### config.mk
export PLATFORM = sky130hd
export DESIGN_NAME = os_tx_scheduler
export DESIGN_NICKNAME = d
export VERILOG_FILES = /design/src/rtl/os_tx_scheduler.sv
export SDC_FILE = /design/constraint.sdc
export NUM_CORES = 1
export LEC_CHECK = 0
export CAP_MARGIN = 20
export CORE_ASPECT_RATIO = 0.7
export CORE_MARGIN = 4
export CORE_UTILIZATION = 44
export DETAILED_ROUTE_END_ITERATION = 16
export GPL_TIMING_DRIVEN = 0
export PLACE_DENSITY_LB_ADDON = 0.15
export SKIP_LAST_GASP = 1
export SLEW_MARGIN = 20
export SYNTH_ARGS = -nofsm -noshare
export SYNTH_HDL_FRONTEND = slang
export SYNTH_SLANG_ARGS = --single-unit
### constraint.sdc
create_clock -name fsm_clk -period 2.1 [get_ports fsm_clk]
set_input_delay 0.42 -clock fsm_clk [delete_from_list [all_inputs] [get_ports fsm_clk]]
set_output_delay 0.42 -clock fsm_clk [all_outputs]
set_load 0.005 [all_outputs]
### src/rtl/os_tx_scheduler.sv
// Ordered-set transmit scheduler for link training: walks the Gen3 or Gen4
// ordered-set sequence, counting os_sent rising edges per phase, then holds DATA.
module os_tx_scheduler #(
    parameter int SLOS_REPS = 2,
    parameter int TS_REPS   = 16,
    parameter int TS4_REPS  = 16,
    parameter int TIMEOUT   = 4096
) (
    input  logic       fsm_clk,
    input  logic       rst,
    input  logic       start,
    input  logic       gen4,
    input  logic       abort,
    input  logic       os_sent,
    output logic [3:0] d_sel,
    output logic       busy,
    output logic       link_ready,
    output logic       err
);

    localparam logic [3:0] ST_SLOS1  = 4'd0;
    localparam logic [3:0] ST_SLOS2  = 4'd1;
    localparam logic [3:0] ST_G3_TS1 = 4'd2;
    localparam logic [3:0] ST_G3_TS2 = 4'd3;
    localparam logic [3:0] ST_G4_TS1 = 4'd4;
    localparam logic [3:0] ST_G4_TS2 = 4'd5;
    localparam logic [3:0] ST_G4_TS3 = 4'd6;
    localparam logic [3:0] ST_G4_TS4 = 4'd7;
    localparam logic [3:0] ST_DATA   = 4'd8;
    localparam logic [3:0] ST_IDLE   = 4'd9;
    localparam logic [3:0] ST_ERROR  = 4'd10;

    localparam logic [7:0]  SLOS_N  = (SLOS_REPS == 0) ? 8'd1 : 8'(SLOS_REPS);
    localparam logic [7:0]  TS_N    = (TS_REPS == 0)   ? 8'd1 : 8'(TS_REPS);
    localparam logic [7:0]  TS4_N   = (TS4_REPS == 0)  ? 8'd1 : 8'(TS4_REPS);
    localparam logic [12:0] WDOG_TO = 13'(TIMEOUT);

    logic [3:0]  state_q, state_d;
    logic [7:0]  evt_cnt_q, evt_cnt_d;
    logic [12:0] wdog_q, wdog_d;
    logic        os_sent_q;
    logic [3:0]  d_sel_q, d_sel_d;
    logic        busy_q, busy_d;
    logic        link_ready_q, link_ready_d;
    logic        err_q, err_d;
    logic        evt;

    function automatic logic [7:0] phase_target(input logic [3:0] s);
        case (s)
            ST_SLOS1, ST_SLOS2: phase_target = SLOS_N;
            ST_G4_TS4:          phase_target = TS4_N;
            default:            phase_target = TS_N;
        endcase
    endfunction

    function automatic logic [3:0] next_phase(input logic [3:0] s);
        case (s)
            ST_SLOS1:  next_phase = ST_SLOS2;
            ST_SLOS2:  next_phase = ST_G3_TS1;
            ST_G3_TS1: next_phase = ST_G3_TS2;
            ST_G4_TS1: next_phase = ST_G4_TS2;
            ST_G4_TS2: next_phase = ST_G4_TS3;
            ST_G4_TS3: next_phase = ST_G4_TS4;
            default:   next_phase = ST_DATA;
        endcase
    endfunction

    assign evt = os_sent & ~os_sent_q;

    always_comb begin
        // NOTE: every variable gets a default first so no path can infer a latch.
        state_d   = state_q;
        evt_cnt_d = evt_cnt_q;
        wdog_d    = wdog_q;

        case (state_q)
            ST_IDLE, ST_ERROR: begin
                if (start) state_d = gen4 ? ST_G4_TS1 : ST_SLOS1;
            end
            ST_DATA: ;
            default: begin
                // An event beats a simultaneous watchdog expiry.
                if (evt) begin
                    wdog_d = '0;
                    if (evt_cnt_q + 8'd1 == phase_target(state_q))
                        state_d = next_phase(state_q);
                    else
                        evt_cnt_d = evt_cnt_q + 8'd1;
                end else if (wdog_q >= WDOG_TO) begin
                    state_d = ST_ERROR;
                end else begin
                    wdog_d = wdog_q + 13'd1;
                end
            end
        endcase

        if (abort) state_d = ST_IDLE;

        if (state_d != state_q) begin
            evt_cnt_d = '0;
            wdog_d    = '0;
        end

        // Outputs are decoded from the next state so the registered copies track state_q.
        busy_d       = (state_d <= ST_G4_TS4);
        link_ready_d = (state_d == ST_DATA);
        err_d        = (state_d == ST_ERROR);
        d_sel_d      = (state_d <= ST_DATA) ? state_d : 4'hF;
    end

    always_ff @(posedge fsm_clk) begin
        // NOTE: non-blocking assignments keep every flop sampling pre-edge values.
        if (rst) begin
            state_q      <= ST_IDLE;
            evt_cnt_q    <= '0;
            wdog_q       <= '0;
            os_sent_q    <= 1'b0;
            d_sel_q      <= 4'hF;
            busy_q       <= 1'b0;
            link_ready_q <= 1'b0;
            err_q        <= 1'b0;
        end else begin
            state_q      <= state_d;
            evt_cnt_q    <= evt_cnt_d;
            wdog_q       <= wdog_d;
            os_sent_q    <= os_sent;
            d_sel_q      <= d_sel_d;
            busy_q       <= busy_d;
            link_ready_q <= link_ready_d;
            err_q        <= err_d;
        end
    end

    assign d_sel      = d_sel_q;
    assign busy       = busy_q;
    assign link_ready = link_ready_q;
    assign err        = err_q;

endmodule

Word level (Yosys, flattened, before mapping)
Cells that the tools add are included.

Add/subtract/negate cells: 2. Multiply operators: 0. Div/mod/pow operators: 0. $lt $le $gt $ge: 3. Equal/unequal tests: 13. Shift operators: 0. Multiplexer cells: 13. Bitwise gates (word level): 5. Reduce and logical (&&, ||, !) cells: 8.

Operators by type and width (count): 13-bit 2-to-1 mux (2); 4-bit case mux with 6 select lines (1); 4-bit == test, second input constant (5); 4-bit 2-to-1 mux (5); 8-bit 2-to-1 mux (2); 13-bit by 1-bit adder with 13-bit output, second input constant (1); 13-bit greater-or-equal comparator, second input constant (1); 4-bit by 3-bit == test with 1-bit output, second input constant (3); 8-bit by 1-bit adder with 8-bit output, second input constant (1); 8-bit == test (1); 4-bit case mux with 2 select lines (1); 2-bit OR reduction (4); 5-bit 2-to-1 mux (1); 4-bit by 1-bit == test with 1-bit output, second input constant (1); 4-bit by 2-bit == test with 1-bit output, second input constant (1); 4-bit by 3-bit less-or-equal comparator with 1-bit output, second input constant (1); 4-bit less-or-equal comparator, second input constant (1); 4-bit logical NOT (1); 4-bit != test (1); 1-bit NOT (4); 3-bit 2-to-1 mux (1); 3-bit AND reduction (1); 3-bit OR reduction (1); 2-bit != test, second input constant (1); other kinds (2) (2).

Bits in registers: 33. Bits in latches: 0. Bits in writable memories: 0. Bits in read-only memories: 0. Bits of input ports: 6. Word-level logic and storage cells: 52. Memories kept: 0.

Logic depth before layout (Yosys ltp)
Gate-level depths: netlist of run 1.

Depth after elaboration: 13. Mapped depth: 10. Mapped depth without buffers: 8.

Worst setup path before layout of run 1
OpenSTA, ideal clock, no wires.

Path kind: register -> register. Start: register evt_cnt_q[0]. End: register wdog_q[10]. Arrival time: 2246 ps. Path slack: -221 ps. Cell stages (with the launch flop): 9. Clock period less this slack: 2321 ps. Path through: dfxtp_1 ha_1 or4b_1 mux2i_1 a41o_1 xor2_1 a211o_1 buf_6 nor3_2.

Word-level cells in the longest chain between the ends: 8.

RTL lines: start: declaration (line 39) `logic [7:0] evt_cnt_q, evt_cnt_d;`; start signal: assignment (line 124) `evt_cnt_q <= evt_cnt_d;`; 8-bit by 1-bit adder with 8-bit output (line 85) `if (evt_cnt_q + 8'd1 == phase_target(state_q))`; 8-bit == test (line 85); 4-bit 2-to-1 mux (line 85); 4-bit 2-to-1 mux (line 83) `if (evt) begin`; 4-bit case mux with 2 select lines (line 76) `case (state_q)`; 4-bit 2-to-1 mux (line 97) `if (abort) state_d = ST_IDLE;`; 4-bit != test (line 99) `if (state_d != state_q) begin`; 2-bit OR reduction (no line); end signal: assignment (line 125) `wdog_q <= wdog_d;`; end: declaration (line 40) `logic [12:0] wdog_q, wdog_d;`.

Every way passes these cells. A chain may end at the register's enable or synchronous reset.

Worst setup path after layout of run 1
Start: register evt_cnt_q[0]. End: register d_sel_q[2] (netlist: d_sel[2]).

Word-level cells in the longest chain between the ends: 9.

RTL lines: 8-bit by 1-bit adder with 8-bit output (*) (line 85); 8-bit == test (*) (line 85); 4-bit 2-to-1 mux (*) (line 85); 4-bit 2-to-1 mux (*) (line 83); 4-bit case mux with 2 select lines (*) (line 76); 4-bit 2-to-1 mux (*) (line 97); 4-bit less-or-equal comparator (line 108) `d_sel_d = (state_d <= ST_DATA) ? state_d : 4'hF;`; 1-bit NOT (no line); 2-bit OR reduction (no line); end signal: assignment (line 127) `d_sel_q <= d_sel_d;`; end: declaration (line 42) `logic [3:0] d_sel_q, d_sel_d;`.

Every way passes the cells marked *; elsewhere a longest branch is shown, timed or not.

==> run_results.csv, run 1 <==
group,metric,value,unit
status,status,"complete, but fails checks",
status,violations,"setup timing",
synth,ys_warn_count,0,
synth,synthMuxAreaShare,1.61,%
setup_path,critical_path.startpoint,"evt_cnt_q[0]",
sta,timing.final.ws_setup,-228,ps
global_routing,track_usage,18.5,%
setup_path,cp-start-kind,"register",
sta,setup_viol,27,
setup_path,path_cells,"ha_4 -> or4b_4 -> mux2i_4 -> buf_4 -> a31oi_1 -> a221oi_2 -> nand3_1 -> a211o_1",
clocking,cts_buffers,5,
drt,totalWireLength,4790,um
final_layout,instances_no_fill,312,
pwr,leakagePower,0.000913,uW
sta,finalHoldViolations,0,
place,post-dp-hpwl,3000,um
final_layout,drive_gt1_share,33.5,%
clocking,clk_pin_slew_worst_paths,70,ps
die,io_pins,13,
setup_path,endpoint,"d_sel[2]",
pwr,peakVddDrop,0.395,mV
die,dieWidth,85.7,um
final_layout,fin_area,2570,um^2
synth,synth_edf_count,0,
clocking,cts_tree,"built",
synth,ys_seq_elements,33,
flow_run,drv_cap,0,
synth,synthTopCellsByArea,"dfxtp_1, nor3_2, nand2_1",
clocking,h-tree-depth,2,
sta,fin_skew,2.86,ps
synth,ys_async_sr_fraction,0,%
final_layout,final_cell_mix,"dfxtp_1, nand2_1, nor2_1, buf_4, clkdlybuf4s50_1",
die,die_h,62.4,um
die,rows,19,
place,dp_cells,285,
drt,via_per_inst,5.49,
synth,synth_cell_types,44,
final_layout,mostFrequentLayoutCell,"dfxtp_1",
pwr,p_per_area,545,nW/um^2
die,initial_utilization,46.6,%
final_layout,nets,268,
global_routing,overflow,0,
setup_path,cp_max_fo,5,
global_routing,grt_pass1_vias,1566,
synth,synth-compound-area-share,14.3,%
setup_path,reg2reg_slack,-230,ps
synth,syn_inst,222,
drt,wire_per_inst,15.3,um
final_layout,syn_to_final_growth,38.1,%
place,port_buffers,11,
synth,synth_top_area_share,35.5,%
synth,syn_area,1860,um^2
pwr,p_total,1400,uW
setup_path,critPathCaptureType,"register",
synth,synth-xor-area-share,9.41,%
setup_path,regToRegEndpoint,"d_sel[2]",
drt,drtIter0Drc,95,
synth,synth_top_family_by_area,"simple AND/OR/NAND/NOR gates",
clocking,clock_sinks,33,
clocking,insertion_delay,300,ps
sta,slew_headroom,34.3,%
sta,fin_tns_setup,-4580,ps
sta,period_minus_slack,2330,ps
clocking,hold_buffers,0,
sta,post-route-period-util,111,%
hold_path,min_path_type,"reg2reg",
drt,drc,0,
global_routing,grt_max_degree,12,
setup_path,worstPathRequired,2290,ps
setup_path,reg2reg_depth,8,
final_layout,diodes,0,
setup_path,max_stage_delay,460,ps
synth,synth-simple-area-share,32.5,%
drt,drt-pass1-iter-count,4,
die,die_area,5350,um^2
clocking,cts-root-buf,"clkbuf_8",
setup_path,crit_slowest_cell,"or4b_4",
drt,final_antenna_net_count,0,
clocking,cts_buffer_depth,2,
setup_path,critPathArrivalTime,2520,ps
sta,tightest_slew,985,ps
global_routing,grt_pass1_wl,7840,um
place,routabilityCongestion,0.868,
synth,yosys.area.top_type,"dfxtp_1",
synth,synth_fa_ha_area_share,2.02,%
place,dpl_cell_area,2060,um^2
synth,yosys_most_used_dff,"dfxtp_1",
drt,via_count,1712,
sta,rsz0062_at_grt,"true",
synth,syn_avg_cell_area,8.38,um^2
synth,syn-num-nets,231,
synth,ys_seq_area_share,35.5,%
sta,slew_violations,0,
global_routing,antenna_found_initial,0,
setup_path,worstReg2RegStart,"evt_cnt_q[0]",
sta,fmaxAchievable,0.430,GHz
die,coreArea,3990,um^2
setup_path,path_class,"reg2reg",
-- through the flow --
stage	util (%)	hold slack [ps]	setup WS (ps)
floorplan	-	492	-79.7
global placement	51.6	533	-635
detailed placement	51.6	534	-642
CTS	57.6	566	-192
global route	64.3	600	-320
finish	64.3	576	-228
-- metal layers --
| layer | track usage, % | vias to the layer above | routed length (um) |
|---|---|---|---|
| li1 | - | 857 | - |
| met1 | 28.7 | 800 | 2390 |
| met2 | 23.7 | 48 | 1980 |
| met3 | 5.93 | 7 | 353 |
| met4 | 5.34 | 0 | 66 |
| met5 | 0 | - | 0 |
-- state kept, by name (all words and copies together) (netlist names) --
name,flops
busy,1
d_sel,4
err,1
evt_cnt_q,8
link_ready,1
os_sent_q,1
state_q,4
wdog_q,13
-- critical path, delay by kind of cell, from the launching register on --
kind,cells,cell delay [ps]
flops,1,370
compound gates,3,650
fa+ha+maj,1,260
mux,1,210
simple gates,2,570
buf+inv,1,150
-- timing repair --
| item | CTS | global route |
|---|---|---|
| pin swaps | 5 | 4 |
| gates resized for setup | 15 | 53 |
| setup buffers | 12 | 5 |
| endpoints found under the setup margin | 27 | 30 |
| gates cloned | 0 | 2 |
-- kinds of logic after synthesis --
family / after synthesis
simple gates: 109
buf+inv: 17
xor+xnor: 20
fa+ha+maj: 3
mux: 3
compound gates: 37
flops: 33
-- worst min-delay path by stage --
stage              endpoint  slack (ps)         start  cells after the start
2_1_floorplan     os_sent_q         490           rst                      1
3_3_place_gp   evt_cnt_q[7]         530  evt_cnt_q[7]                      2
3_5_place_dp   evt_cnt_q[7]         530  evt_cnt_q[7]                      2
4_1_cts        evt_cnt_q[7]         570  evt_cnt_q[7]                      2
5_1_grt           wdog_q[8]         600     wdog_q[8]                      2
6_report         wdog_q[10]         580    wdog_q[10]                      2
-- power breakdown --
part / switching, uW / total (uW) / internal [uW] / leakage (uW)
Sequential: 6.39 / 643 / 637 / 0.000271
Combinational: 146 / 266 / 119 / 0.000598
Clock: 262 / 491 / 229 / 0.0000439
-- area by class of cell --
class | instances | area [um^2]
flip-flops and latches | 33 | 674
well taps | 52 | 65.1
repair buffers | 30 | 268
multi-input cells | 172 | 1360
fillers | 334 | 1430
inverters | 6 | 22.5
plain buffers | 11 | 92.6
clock buffers | 5 | 68.8
clock inverters | 3 | 17.5
-- Yosys cell counts (all sizes together) (3+ instances only) --
cell    count
inv         6
a211o       3
buf         7
nor3       18
a221oi      3
and3        9
nand2      26
nor2b       6
dfxtp      33
and4        3
nor2       26
mux2i       3
ha          3
nand2b      5
xor2       10
a21oi       8
clkbuf      4
xnor2      10
a31oi       4
o21ai       3
nor3b       3
nand3       4
Note: power is estimated with default switching activity, not from simulation.
==> run 2, diff against run 1 <==
- CAP_MARGIN: 20 -> default
- SKIP_CTS_REPAIR_TIMING: default -> 1
==> run_results.csv, run 2 (synthesized netlist as in run 1, its figures left out) <==
group,metric,value,unit
status,status,"complete, but fails checks",
status,violations,"setup timing",
drt,drt-pass1-iter-count,5,
pwr,p_per_area,566,nW/um^2
die,coreArea,3990,um^2
sta,timing.final.ws_setup,-283,ps
setup_path,path_class,"reg2reg",
global_routing,grt_max_degree,12,
sta,rsz0062_at_grt,"true",
die,die_h,62.4,um
die,io_pins,13,
setup_path,critPathArrivalTime,2600,ps
final_layout,finalCoreUtilization,59.6,%
drt,via_count,1705,
clocking,clk_pin_slew_worst_paths,70,ps
die,rows,19,
setup_path,cp_max_fo,10,
drt,wire_per_inst,14.9,um
clocking,cts_buffers,5,
final_layout,final_cell_mix,"dfxtp_1, nand2_1, nor2_1, buf_4, nor3_2",
global_routing,antenna_found_initial,0,
setup_path,reg2reg_depth,8,
sta,fin_skew,4.92,ps
hold_path,min_path_type,"reg2reg",
sta,finalHoldViolations,0,
drt,final_antenna_net_count,0,
setup_path,critPathCaptureType,"register",
drt,totalWireLength,4560,um
final_layout,drive_gt1_share,24.7,%
sta,fmaxAchievable,0.420,GHz
final_layout,largest-register,"wdog_q",
final_layout,syn_to_final_growth,28.0,%
clocking,insertion_delay,300,ps
flow_run,drv_cap,0,
setup_path,worstPathRequired,2320,ps
die,initial_utilization,46.6,%
clocking,clock_sinks,33,
drt,drtIter0Drc,132,
setup_path,cp-start-kind,"register",
die,dieWidth,85.7,um
sta,slew_headroom,53.8,%
final_layout,diodes,0,
sta,tightest_slew,693,ps
sta,period_minus_slack,2380,ps
place,post-dp-hpwl,3000,um
final_layout,instances_no_fill,307,
place,pre_cts_ws,-642,ps
clocking,cts_tree,"built",
final_layout,largest_register_ffs,13,
place,port_buffers,11,
global_routing,grt_pass1_wl,7360,um
place,routabilityCongestion,0.868,
sta,setup_viol,27,
clocking,cts-root-buf,"clkbuf_8",
hold_path,hold_depth,2,
drt,via_per_inst,5.55,
place,dp_cells,285,
final_layout,top_regs,"wdog_q: 13 flops, evt_cnt_q: 8 flops",
final_layout,mostFrequentLayoutCell,"dfxtp_1",
pwr,leakagePower,0.000868,uW
global_routing,overflow,0,
sta,post-route-period-util,113,%
clocking,h-tree-depth,2,
die,die_area,5350,um^2
drt,drc,0,
final_layout,nets,263,
pwr,peakVddDrop,0.389,mV
global_routing,track_usage,17.4,%
global_routing,grt_pass1_vias,1478,
sta,slew_violations,0,
clocking,cts_buffer_depth,2,
## run 2: cell type report
cell class | instances | area, um^2
Sequential cell | 33 | 671
Timing Repair Buffer | 25 | 233
Fill cell | 361 | 1610
Inverter | 6 | 22.5
Multi-Input combinational cell | 172 | 1230
Buffer | 11 | 77.6
Tap cell | 52 | 65.1
Clock inverter | 3 | 17.5
Clock buffer | 5 | 68.8
## run 2: metal layers
layer  vias up  track usage, %  routed length (um)
met5         -               0                   0
met4         0            5.34                  28
met2        55            22.0                1850
li1        850               -                   -
met1       796            27.0                2340
met3         4            5.93                 345
## run 2: final timing paths
kind                              startpoint    endpoint  slack, ps
worst max-delay path            evt_cnt_q[1]   wdog_q[5]       -280
worst min register to register    wdog_q[10]  wdog_q[10]        570
worst min-delay path              wdog_q[10]  wdog_q[10]        570
worst max register to register  evt_cnt_q[1]   wdog_q[5]       -280
## run 2: power by group
part           internal [uW]  total (uW)  switching (uW)
combinational           99.3         221             122
clock                    229         483             255
sequential               638         644            6.08
total                    966        1350             383
## run 2: through the flow
step / hold WS, ps / power [uW] / instance area (um^2) / setup TNS, ps
final: 575 / 1350 / 2380 / -6080
after floorplan: 492 / 783 / 1880 / -1430
after detailed placement: 534 / 843 / 2060 / -14750
after global routing: 602 / 1420 / 2380 / -8280
after global placement: 533 / 843 / 2060 / -14690
after CTS: 545 / 1340 / 2150 / -9910
## run 2: worst max-delay path, stage by stage, from the launching register on
cell	delay [ps]
dfxtp_4	370
ha_4	270
or4b_4	470
mux2i_4	220
a41o_4	270
xor2_1	70
a211o_1	330
buf_6	180
nor3_2	110
==> run 3, diff against run 2 <==
- RECOVER_POWER: default -> 25
==> run_results.csv, run 3 (synthesized netlist as in run 1, its figures left out) <==
group,metric,value,unit
drt,via_count,1702,
setup_path,worstReg2RegStart,"evt_cnt_q[1]",
sta,fmaxAchievable,0.419,GHz
status,status,"complete, but fails checks",
sta,slew_headroom,53.8,%
place,dp_cells,285,
clocking,insertion_delay,300,ps
die,io_pins,13,
setup_path,path_buf_inv,1,
sta,post-route-period-util,114,%
flow_run,drv_cap,0,
final_layout,largest-register,"wdog_q",
final_layout,nets,263,
pwr,p_per_area,566,nW/um^2
setup_path,reg2reg_depth,8,
setup_path,critPathArrivalTime,2610,ps
global_routing,overflow,0,
final_layout,top_regs,"wdog_q: 13 flops, evt_cnt_q: 8 flops",
setup_path,cp_max_fo,10,
sta,holdWs,575,ps
setup_path,regToRegEndpoint,"wdog_q[5]",
setup_path,cp-start-kind,"register",
clocking,cts_buffers,5,
setup_path,critPathCaptureType,"register",
hold_path,min_path_type,"reg2reg",
die,die_area,5350,um^2
drt,drtIter0Drc,132,
sta,rsz0062_at_grt,"true",
die,initial_utilization,46.6,%
clocking,cts_tree,"built",
final_layout,final_cell_mix,"dfxtp_1, nand2_1, nor2_1, buf_4, nor3_2",
setup_path,reg2reg_slack,-280,ps
sta,slew_violations,0,
global_routing,antenna_found_initial,0,
setup_path,path_class,"reg2reg",
setup_path,path_cells,"ha_4 -> or4b_4 -> mux2i_4 -> a41o_4 -> xor2_1 -> a211o_1 -> buf_6 -> nor3_2",
sta,finalHoldViolations,0,
global_routing,grt_pass1_vias,1478,
global_routing,grt_max_degree,12,
drt,drt-pass1-iter-count,5,
sta,fin_tns_setup,-6130,ps
drt,totalWireLength,4570,um
global_routing,grt_pass1_wl,7360,um
pwr,p_total,1350,uW
setup_path,max_stage_delay,470,ps
clocking,clock_sinks,33,
place,post-dp-hpwl,3000,um
drt,top_layer,"met4",
setup_path,crit_slowest_cell,"or4b_4",
setup_path,cp_num_cells,8,
sta,fin_skew,4.94,ps
drt,drc,0,
hold_path,min_to,"wdog_q[10]",
setup_path,critical_path.startpoint,"evt_cnt_q[1]",
place,routabilityCongestion,0.868,
clocking,h-tree-depth,2,
die,rows,19,
pwr,peakVddDrop,0.389,mV
clocking,cts-root-buf,"clkbuf_8",
drt,wire_per_inst,14.9,um
final_layout,fill_cells,361,
clocking,clk_pin_slew_worst_paths,70,ps
status,violations,"setup timing",
place,port_buffers,11,
final_layout,diodes,0,
die,die_h,62.4,um
die,dieWidth,85.7,um
pwr,leakagePower,0.000864,uW
sta,setup_viol,27,
sta,timing.final.ws_setup,-285,ps
drt,final_antenna_net_count,0,
drt,route.met3.wl,323,um
die,coreArea,3990,um^2
setup_path,worstPathRequired,2320,ps
final_layout,largest_register_ffs,13,
final_layout,mostFrequentLayoutCell,"dfxtp_1",
hold_path,hold_depth,2,
sta,period_minus_slack,2380,ps
final_layout,finalCoreUtilization,59.6,%
final_layout,syn_to_final_growth,28.0,%
global_routing,track_usage,17.4,%
drt,met1_length,2360,um
clocking,cts_buffer_depth,2,
drt,dr_wl_met2,1840,um
final_layout,instances_no_fill,307,
sta,tightest_slew,692,ps
setup_path,crit_family,"compound AO/OA/AOI/OAI gates",
hold_path,min_from,"wdog_q[10]",
final_layout,drive_gt1_share,24.7,%
drt,via_per_inst,5.54,
-- run 3: cell types whose count changed in the layout (fill, tap and decap cells not counted) --
cell	previous run	this run
clkdlybuf4s50_1	11	8
dlygate4sd3_1	0	3
-- run 3: where the power goes --
| group | internal, uW | leakage, uW | switching (uW) |
|---|---|---|---|
| Clock | 229 | 0.0000439 | 255 |
| Sequential | 638 | 0.000270 | 5.91 |
| Combinational | 97.9 | 0.000550 | 122 |
| Total | 964 | 0.000864 | 383 |
-- run 3: layer usage --
metal,global-route usage (%),vias up
met5,0,-
met4,5.34,0
met3,5.93,5
met2,22.0,51
met1,27.0,796
li1,-,850
-- run 3: worst max-delay path by stage --
stage / end / slack (ps)
2_1_floorplan: wdog_q[10] / -80
3_3_place_gp: wdog_q[3] / -640
3_5_place_dp: wdog_q[5] / -640
4_1_cts: wdog_q[5] / -440
5_1_grt: err / -360
6_report: wdog_q[5] / -280
-- run 3: through the flow --
step,area (um^2),worst slack [ps]
after global placement,2060,-635
final,2380,-285
after global routing,2380,-361
after detailed placement,2060,-642
after CTS,2150,-437
after floorplan,1880,-79.7
-- run 3: cell type report --
cell class              instances  area (um^2)  share of cell area (%)
multi-input cells             172         1230                    51.5
flip-flops and latches         33          671                    28.2
repair buffers                 25          233                    9.77
plain buffers                  11         77.6                    3.26
clock buffers                   5         68.8                    2.89
well taps                      52         65.1                    2.73
inverters                       6         22.5                   0.945
clock inverters                 3         17.5                   0.735
-- run 3: worst register-to-register path, delay by kind of cell (launching register included) --
family	cells	cell delay, ps
AO/OA/AOI/OAI	2	610
AND/OR/NAND/NOR	2	590
flip-flops	1	370
adder cells (fa/ha/maj)	1	270
multiplexers	1	230
buffers and inverters	1	180
XOR/XNOR	1	70
